## src/rtl/fma_arith_pkg.sv

```systemverilog
// fma_arith_pkg
//   Shared arithmetic constants and helpers for the FMA datapath blocks.
//   SEG_DEFAULT / WIDTH_DEFAULT : default segment and operand widths
//   calc_nseg()                 : number of segments (= pipeline depth)
package fma_arith_pkg;

  localparam int SEG_DEFAULT   = 8;
  localparam int WIDTH_DEFAULT = 32;

  function automatic int calc_nseg(input int width, input int seg);
    return width / seg;
  endfunction

endpackage

```

## src/rtl/seg_add_stage.sv

```systemverilog
// seg_add_stage
//   One SEG-bit slice of the segmented adder: ripple add of a segment plus
//   carry-in, registered together with the slice valid bit.
//   Ports:
//     clk, rst        clock, synchronous active-high reset
//     en              slice may load this cycle (from the enable chain)
//     in_valid        upstream slice / input holds a transaction
//     a_seg, b_seg    operand segments (b already inverted for subtract)
//     c_in            carry into this segment
//     valid_q         slice holds a transaction
//     sum_q, c_out_q  registered segment result and carry out
module seg_add_stage #(
  parameter int SEG = 8
) (
  input  logic           clk,
  input  logic           rst,
  input  logic           en,
  input  logic           in_valid,
  input  logic [SEG-1:0] a_seg,
  input  logic [SEG-1:0] b_seg,
  input  logic           c_in,
  output logic           valid_q,
  output logic [SEG-1:0] sum_q,
  output logic           c_out_q
);

  logic           valid_d;
  logic [SEG-1:0] sum_d;
  logic           c_out_d;
  logic [SEG:0]   raw;

  always_comb begin
    raw     = {1'b0, a_seg} + {1'b0, b_seg} + {{SEG{1'b0}}, c_in};
    valid_d = valid_q;
    sum_d   = sum_q;
    c_out_d = c_out_q;
    if (en) begin
      valid_d = in_valid;
      // Data only moves with a real transaction so bubbles leave outputs quiet.
      if (in_valid) begin
        sum_d   = raw[SEG-1:0];
        c_out_d = raw[SEG];
      end
    end
  end

  always_ff @(posedge clk) begin
    if (rst) begin
      valid_q <= 1'b0;
      sum_q   <= '0;
      c_out_q <= 1'b0;
    end else begin
      valid_q <= valid_d;
      sum_q   <= sum_d;
      c_out_q <= c_out_d;
    end
  end

endmodule

```

## src/rtl/seg_pipe_adder.sv

```systemverilog
// seg_pipe_adder
//   Segmented, pipelined WIDTH-bit adder/subtractor. Each pipeline stage adds
//   one SEG-bit segment; carry advances one segment per cycle. Upper operand
//   segments travel forward in skew registers, finished low result segments in
//   deskew registers. Valid/ready handshake on both sides, no skid buffer.
//   Ports:
//     clk, rst             clock, synchronous active-high reset
//     in_valid, in_ready   input handshake
//     a, b, c_in, sub      operands; sub=1 computes a-b (c_in ignored)
//     out_valid, out_ready output handshake
//     sum, c_out, ovf      result, carry out of MSB, signed overflow
module seg_pipe_adder
  import fma_arith_pkg::*;
#(
  parameter int WIDTH = WIDTH_DEFAULT,
  parameter int SEG   = SEG_DEFAULT
) (
  input  logic             clk,
  input  logic             rst,
  input  logic             in_valid,
  output logic             in_ready,
  input  logic [WIDTH-1:0] a,
  input  logic [WIDTH-1:0] b,
  input  logic             c_in,
  input  logic             sub,
  output logic             out_valid,
  input  logic             out_ready,
  output logic [WIDTH-1:0] sum,
  output logic             c_out,
  output logic             ovf
);

  localparam int NSEG = calc_nseg(WIDTH, SEG);

  if (SEG < 1 || WIDTH < SEG || (WIDTH % SEG) != 0) begin : g_param_check
    $fatal(1, "seg_pipe_adder: WIDTH (%0d) must be a positive multiple of SEG (%0d)", WIDTH, SEG);
  end

  logic [NSEG-1:0] v;
  logic [NSEG-1:0] en;
  logic [NSEG-1:0] cy;
  logic [SEG-1:0]  seg_sum [NSEG];
  logic [WIDTH-1:0] b_eff;
  logic             c_first;

  assign b_eff   = sub ? ~b : b;
  assign c_first = sub ? 1'b1 : c_in;

  // en[k] = !v[k] || en[k+1] with en[NSEG] = out_ready, unrolled so every bit
  // depends only on the valid registers and out_ready.
  for (genvar k = 0; k < NSEG; k++) begin : g_en
    assign en[k] = out_ready || !(&v[NSEG-1:k]);
  end

  for (genvar k = 0; k < NSEG; k++) begin : g_stg
    localparam int OPW = WIDTH - k*SEG;

    // op_a/op_b: operand segments k..NSEG-1 of the transaction entering stage k
    logic [OPW-1:0]       op_a;
    logic [OPW-1:0]       op_b;
    logic                 vin;
    logic                 cin;
    // done: result segments 0..k of the transaction held in stage k
    logic [(k+1)*SEG-1:0] done;

    if (k == 0) begin : g_head
      assign op_a = a;
      assign op_b = b_eff;
      assign vin  = in_valid;
      assign cin  = c_first;
    end else begin : g_body
      assign op_a = g_stg[k-1].g_skew.skew_a_q;
      assign op_b = g_stg[k-1].g_skew.skew_b_q;
      assign vin  = v[k-1];
      assign cin  = cy[k-1];
    end

    seg_add_stage #(.SEG(SEG)) u_stage (
      .clk      (clk),
      .rst      (rst),
      .en       (en[k]),
      .in_valid (vin),
      .a_seg    (op_a[SEG-1:0]),
      .b_seg    (op_b[SEG-1:0]),
      .c_in     (cin),
      .valid_q  (v[k]),
      .sum_q    (seg_sum[k]),
      .c_out_q  (cy[k])
    );

    if (k < NSEG-1) begin : g_skew
      logic [OPW-SEG-1:0] skew_a_d, skew_a_q;
      logic [OPW-SEG-1:0] skew_b_d, skew_b_q;

      always_comb begin
        skew_a_d = skew_a_q;
        skew_b_d = skew_b_q;
        if (en[k] && vin) begin
          skew_a_d = op_a[OPW-1:SEG];
          skew_b_d = op_b[OPW-1:SEG];
        end
      end

      always_ff @(posedge clk) begin
        if (rst) begin
          skew_a_q <= '0;
          skew_b_q <= '0;
        end else begin
          skew_a_q <= skew_a_d;
          skew_b_q <= skew_b_d;
        end
      end
    end

    if (k == 0) begin : g_lo0
      assign done = seg_sum[0];
    end else begin : g_dsk
      logic [k*SEG-1:0] lo_d, lo_q;

      always_comb begin
        lo_d = lo_q;
        if (en[k] && vin) lo_d = g_stg[k-1].done;
      end

      always_ff @(posedge clk) begin
        if (rst) lo_q <= '0;
        else     lo_q <= lo_d;
      end

      assign done = {seg_sum[k], lo_q};
    end

    // Sign bits of a and effective b captured alongside the top segment.
    if (k == NSEG-1) begin : g_tail
      logic a_msb_d, a_msb_q;
      logic b_msb_d, b_msb_q;

      always_comb begin
        a_msb_d = a_msb_q;
        b_msb_d = b_msb_q;
        if (en[k] && vin) begin
          a_msb_d = op_a[OPW-1];
          b_msb_d = op_b[OPW-1];
        end
      end

      always_ff @(posedge clk) begin
        if (rst) begin
          a_msb_q <= 1'b0;
          b_msb_q <= 1'b0;
        end else begin
          a_msb_q <= a_msb_d;
          b_msb_q <= b_msb_d;
        end
      end
    end
  end

  assign in_ready  = en[0];
  assign out_valid = v[NSEG-1];
  assign sum       = g_stg[NSEG-1].done;
  assign c_out     = cy[NSEG-1];
  assign ovf       = (g_stg[NSEG-1].g_tail.a_msb_q == g_stg[NSEG-1].g_tail.b_msb_q) &&
                     (sum[WIDTH-1] != g_stg[NSEG-1].g_tail.a_msb_q);

endmodule
```

## config.mk

```make
export PLATFORM = sky130hd
export DESIGN_NAME = seg_pipe_adder
export DESIGN_NICKNAME = d
export VERILOG_FILES = /design/src/rtl/fma_arith_pkg.sv /design/src/rtl/seg_add_stage.sv /design/src/rtl/seg_pipe_adder.sv
export SDC_FILE = /design/constraint.sdc
export NUM_CORES = 1
export LEC_CHECK = 0
export CAP_MARGIN = 20
export CORE_UTILIZATION = 60
export CTS_CLUSTER_SIZE = 14
export DETAILED_ROUTE_END_ITERATION = 8
export PLACE_DENSITY_LB_ADDON = 0.1
export SLEW_MARGIN = 40
export SYNTH_ARGS = -nofsm -noshare
export SYNTH_HDL_FRONTEND = slang
export SYNTH_HIERARCHICAL = 1
export SYNTH_SLANG_ARGS = --single-unit
```

## constraint.sdc

```tcl
create_clock -name clk -period 7.8 [get_ports clk]
set_input_delay 1.17 -clock clk [delete_from_list [all_inputs] [get_ports clk]]
set_output_delay 1.17 -clock clk [all_outputs]
set_load 0.05 [all_outputs]
```

* Word level (Yosys, flattened, before mapping)
Index checks and enable logic that the tools add are counted.
** Word-level totals
- Logic and storage cells :: 56
- Input bits :: 70
- Register bits :: 186
- Output and inout bits :: 36
** Operators by class
- Equal/unequal tests :: 2
- Bitwise logic cells :: 1
- Add/subtract/negate cells :: 8
- Reductions and logical operators :: 20
- Mux-type cells :: 2
** Operator list (count)
- $add 8x8->9 :: 4
- $add 9x1->9 :: 4
- $mux 32 :: 1
- $not 32->32 :: 1
- $reduce_and 2->1 :: 5
- $logic_and 1x1->1 :: 5
- $logic_not 1->1 :: 4
- $logic_or 1x1->1 :: 4
- $reduce_and 4->1 :: 1
- $reduce_and 3->1 :: 1
- $eq 1x1->1 :: 1
- $mux 1 :: 1
- $ne 1x1->1 :: 1

* Logic depth before layout (Yosys ltp)
- Depth after elaboration :: 4
- Depth in mapped cells :: 10
- Gate-level depth less buffers :: 7

* Hierarchy
Netlist, hierarchy kept.
** By module, submodules not included
- seg_pipe_adder :: cells each 704, seq. area each 2922.8 um^2, area each 6140.9 um^2, times used 1
- seg_add_stage at g_stg[2].u_stage ... :: cells each 81, seq. area each 200.2 um^2, area each 684.4 um^2, times used 2
- seg_add_stage at g_stg[1].u_stage :: cells each 81, seq. area each 200.2 um^2, area each 689.4 um^2, times used 1
- seg_add_stage at g_stg[0].u_stage :: cells each 81, seq. area each 200.2 um^2, area each 680.7 um^2, times used 1

* Worst setup path after synthesis
No wires, ideal clock.
- Kind :: in2reg
- Start point :: input sub
- End point :: register g_stg[0].u_stage.sum_q[6]
- Data arrival time :: 3536 ps
- Slack :: 4185 ps
- Cell stages on the path :: 9
- Path buffers :: 2
- Data required time :: 7721 ps
- Library setup time :: 79 ps
- Path through :: clkbuf_1 buf_2 or2_2 fa_1 fa_1 a21o_2 a211o_1 a211o_1 o211ai_1
** Between the ends
- Elaborated cells between the ends (all ways) :: 4
- Those cells by class :: 2 x add/sub; 2 x mux
** RTL lines
- start, declared :: RTL line seg_pipe_adder.sv:25 : input logic sub,
- $mux 1 :: RTL line seg_pipe_adder.sv:47 : assign c_first = sub ? 1'b1 : c_in;
- net c_first :: RTL line seg_pipe_adder.sv:44 : logic c_first;
- $add 9x1->9 :: RTL line seg_add_stage.sv:33 : raw = {1'b0, a_seg} + {1'b0, b_seg} + {{SEG{1'b0}}, c_in};
- end signal, assigned :: RTL line seg_add_stage.sv:54 : sum_q <= sum_d;
- end, declared :: RTL line seg_add_stage.sv:23 : output logic [SEG-1:0] sum_q,
The timed path passes the listed nets, and every way through them passes these cells.
A chain may end at the register's enable or synchronous reset.

* Worst setup path in the final report
- Start point :: input out_ready
- End point :: output in_ready
** Between the ends
- Cells in the longest elaborated chain, start to end :: 1
** Ends and longest elaborated chain
- start, declared :: RTL line seg_pipe_adder.sv:27 : input logic out_ready,
- $logic_or 1x1->1 :: RTL line seg_pipe_adder.sv:52 : assign en[k] = out_ready || !(&v[NSEG-1:k]);
- end, declared :: RTL line seg_pipe_adder.sv:21 : output logic in_ready,
No other way between the ends.

==> flow_summary.yaml <==
cts:
  cts_buffers: 17
  cts.sinks: 186
  h-tree-depth: 4
  max-clock-path-buffers: 2
  cts_resized: 0
  cts_tree: "yes"
  ctsHoldBuffers: 0
  cts_post_setup_buffers_inserted: 0
  root_buffer: "clkbuf_16"
  clk_pin_slew_ns: 0.07
  clk_latency_ns: 0.43
pwr:
  power_density_mw_per_mm2: 198
  leakagePower_nw: 3.85
  power_mw: 2.09
  ir_drop_v: 0.000172
setup_path:
  ff2ff_path_depth: 7
  arrival_ns: 3.26
  reg2reg_from: "g_stg[1].u_stage/valid_q"
  cp.required_ns: 6.63
  end_kind: "primary output"
  critPathKind: "in -> out"
  cp_max_fo: 43
  startpoint_type: "input port"
  crit_start: "out_ready"
timing:
  drv_slew: 0
  finalHoldViolCount: 0
  worst_pin_slew_ns: 0.785
  rsz0062_at_grt: "no"
  setup_violations: 0
  setup_tns_ns: 0
  fin_worst_skew_ns: 0.00448
  hold_ws_ns: 0.457
  period_needed_ns: 4.43
  relSlewSlack: 0.476
  fmax_ghz: 0.226
  finalCritPeriodShare: 0.567
detailed_routing:
  route.vias.total: 7379
  routed_wirelength_um: 19600
  drtIter0Drc: 684
  wl_per_cell_um: 15.3
  vias_per_cell: 5.77
  drc: 0
  drtPass1Iterations: 7
  ant_nets: 0
synth:
  syn_area_per_cell_sq_um: 8.64
  ys_ff_latch: 186
  syn_area_sq_mm: 0.00888
  yosysSeqAreaShare: 0.419
  ys_top_cells_by_area: "dfxtp_1 42%, a21oi_1 7.6%, nand3_1 6.6%, o21ai_0 6.5%, ha_1 3.9%"
  synthArstFlopShare: 0
  syn_nets: 1134
  synth_edf_count: 0
  netlist.area_leader.share: 0.419
  yosysTopAreaCell: "dfxtp_1"
  synth_ff_type: "dfxtp_1"
  yosys_warnings: 6
  synth.distinct_cells: 47
  synthCells: 1028
grt:
  antenna_found_initial: 0
  grt_pass1_wl_um: 32300
  grt_pass1_vias: 6590
  overflow: 0
  grt_usage: 0.269
  grt_max_degree: 99
die:
  die_y_um: 124
  rows: 44
  core_area_sq_mm: 0.0145
  initial_core_util: 0.613
  io_pins: 106
  die_w_um: 124
  dieArea_sq_mm: 0.0153
status:
  status: "completed"
placed_design:
  dpl_cell_area_sq_mm: 0.00991
  io_buffers: 105
  dp_hpwl_um: 13200
  gp_congestion: 0.862
  dpl.cell_count: 1246
layout:
  post-route-cell-area_sq_mm: 0.0105
  drive_gt1_frac: 0.0721
  fillers: 1139
  area_delta_synth_final_pct: 18.7
  nets: 1188
  n_antenna_cell: 0
  instances_no_fill: 1279
job:
  maxCapViolations: 0
worst_hold_path:
  min_from: "g_stg[3].u_stage/sum_q[3]"
  hold_depth: 2
  hold_class: "reg -> reg"
[registers in the layout, indices dropped and copies added, names as in the netlist]
register,flops
g_stg.u_stage/valid_q,4
g_stg.g_skew.skew_b_q,48
g_stg.g_skew.skew_a_q,48
g_stg.u_stage/c_out_q,4
g_stg.g_tail.a_msb_q,1
g_stg.g_tail.b_msb_q,1
g_stg.u_stage/sum_q,32
g_stg.g_dsk.lo_q,48
[Yosys cell counts, types with 7 or more instances]
cell / count
mux2i_1: 24
a21oi_2: 7
xor2_1: 12
mux2_2: 11
nor2_1: 33
a211o_1: 8
nand2b_1: 52
nand3_1: 117
clkbuf_1: 60
o21ai_0: 115
xnor2_1: 28
buf_2: 14
nor2b_1: 25
a21oi_1: 135
fa_1: 8
mux2_1: 13
nand2_1: 55
a211oi_1: 12
dfxtp_1: 186
ha_1: 28
inv_1: 8
[per-stage QoR]
stage	utilization	setup WS, ns
floorplan	-	4.19
global placement	0.682	3.46
CTS	0.726	3.41
detailed placement	0.685	3.45
global route	0.728	3.30
finish	0.728	3.37
[power breakdown]
part	switching, mW	total (mW)	internal, mW
logic	0.118	0.227	0.109
registers	0.0226	1.01	0.985
clock network	0.358	0.854	0.496
[area by class of cell]
cell class / instances / area, sq um / share of cell area
repair buffers: 118 / 1190 / 0.113
inverters: 10 / 37.5 / 0.00356
clock inverters: 11 / 120 / 0.0114
flip-flops and latches: 186 / 3720 / 0.353
clock buffers: 21 / 470 / 0.0447
well taps: 184 / 230 / 0.0219
multi-input cells: 749 / 4770 / 0.452
[worst paths after layout]
kind                                                   to  slack, ns
worst min register to register  g_stg[3].u_stage/sum_q[3]       0.46
worst min-delay path            g_stg[3].u_stage/sum_q[3]       0.46
worst max-delay path                             in_ready       3.37
worst max register to register  g_stg[1].u_stage/sum_q[7]       4.88
[logic make-up after synthesis]
group / after synthesis / share of synthesized area
compound gates: 311 / 0.198
xor+xnor: 40 / 0.0395
fa+ha+maj: 36 / 0.0575
buf+inv: 93 / 0.0451
flops: 186 / 0.419
mux: 48 / 0.0575
simple gates: 314 / 0.183
[routing by layer]
layer	global-route usage	part of all wire
met4	0.0806	0.015
met5	0	0
met1	0.390	0.48
met3	0.0453	0.042
met2	0.409	0.46
[worst max-delay path: stages]
cell	delay (ns)
clkdlybuf4s50_1	0.47
and4b_1	0.28
buf_4	0.38
nand2_1	0.19
clkdlybuf4s50_1	0.75
[cell usage in the layout (no fill, tap or decap), types with 4 or more instances in the layout]
cell type	synthesis	final
buf_4	1	8
clkbuf_16	0	17
mux2_2	11	11
fa_1	8	8
mux2i_1	24	24
a211oi_1	12	12
a21o_2	4	4
or4_1	4	4
a211o_1	8	8
ha_1	28	28
and2_1	4	4
and3_2	4	4
or3_1	4	4
nand3_1	117	117
dfxtp_1	186	186
o21a_1	4	4
o21ai_0	115	115
a21o_1	4	4
nor4b_1	4	4
nor2b_1	25	25
nand3b_1	4	4
o31ai_1	4	4
nor3_1	4	4
a21oi_2	7	7
a21oi_1	135	135
a2111o_1	4	4
mux2_1	13	13
a31oi_1	4	4
o211ai_1	4	4
nand2b_1	52	52
xnor2_1	28	28
o311ai_1	4	4
clkinv_2	0	4
nor2_1	33	33
xor2_1	12	12
nand2_1	55	55
inv_1	8	6
clkdlybuf4s50_1	0	103
No activity file was read; power rests on OpenSTA's default activity.
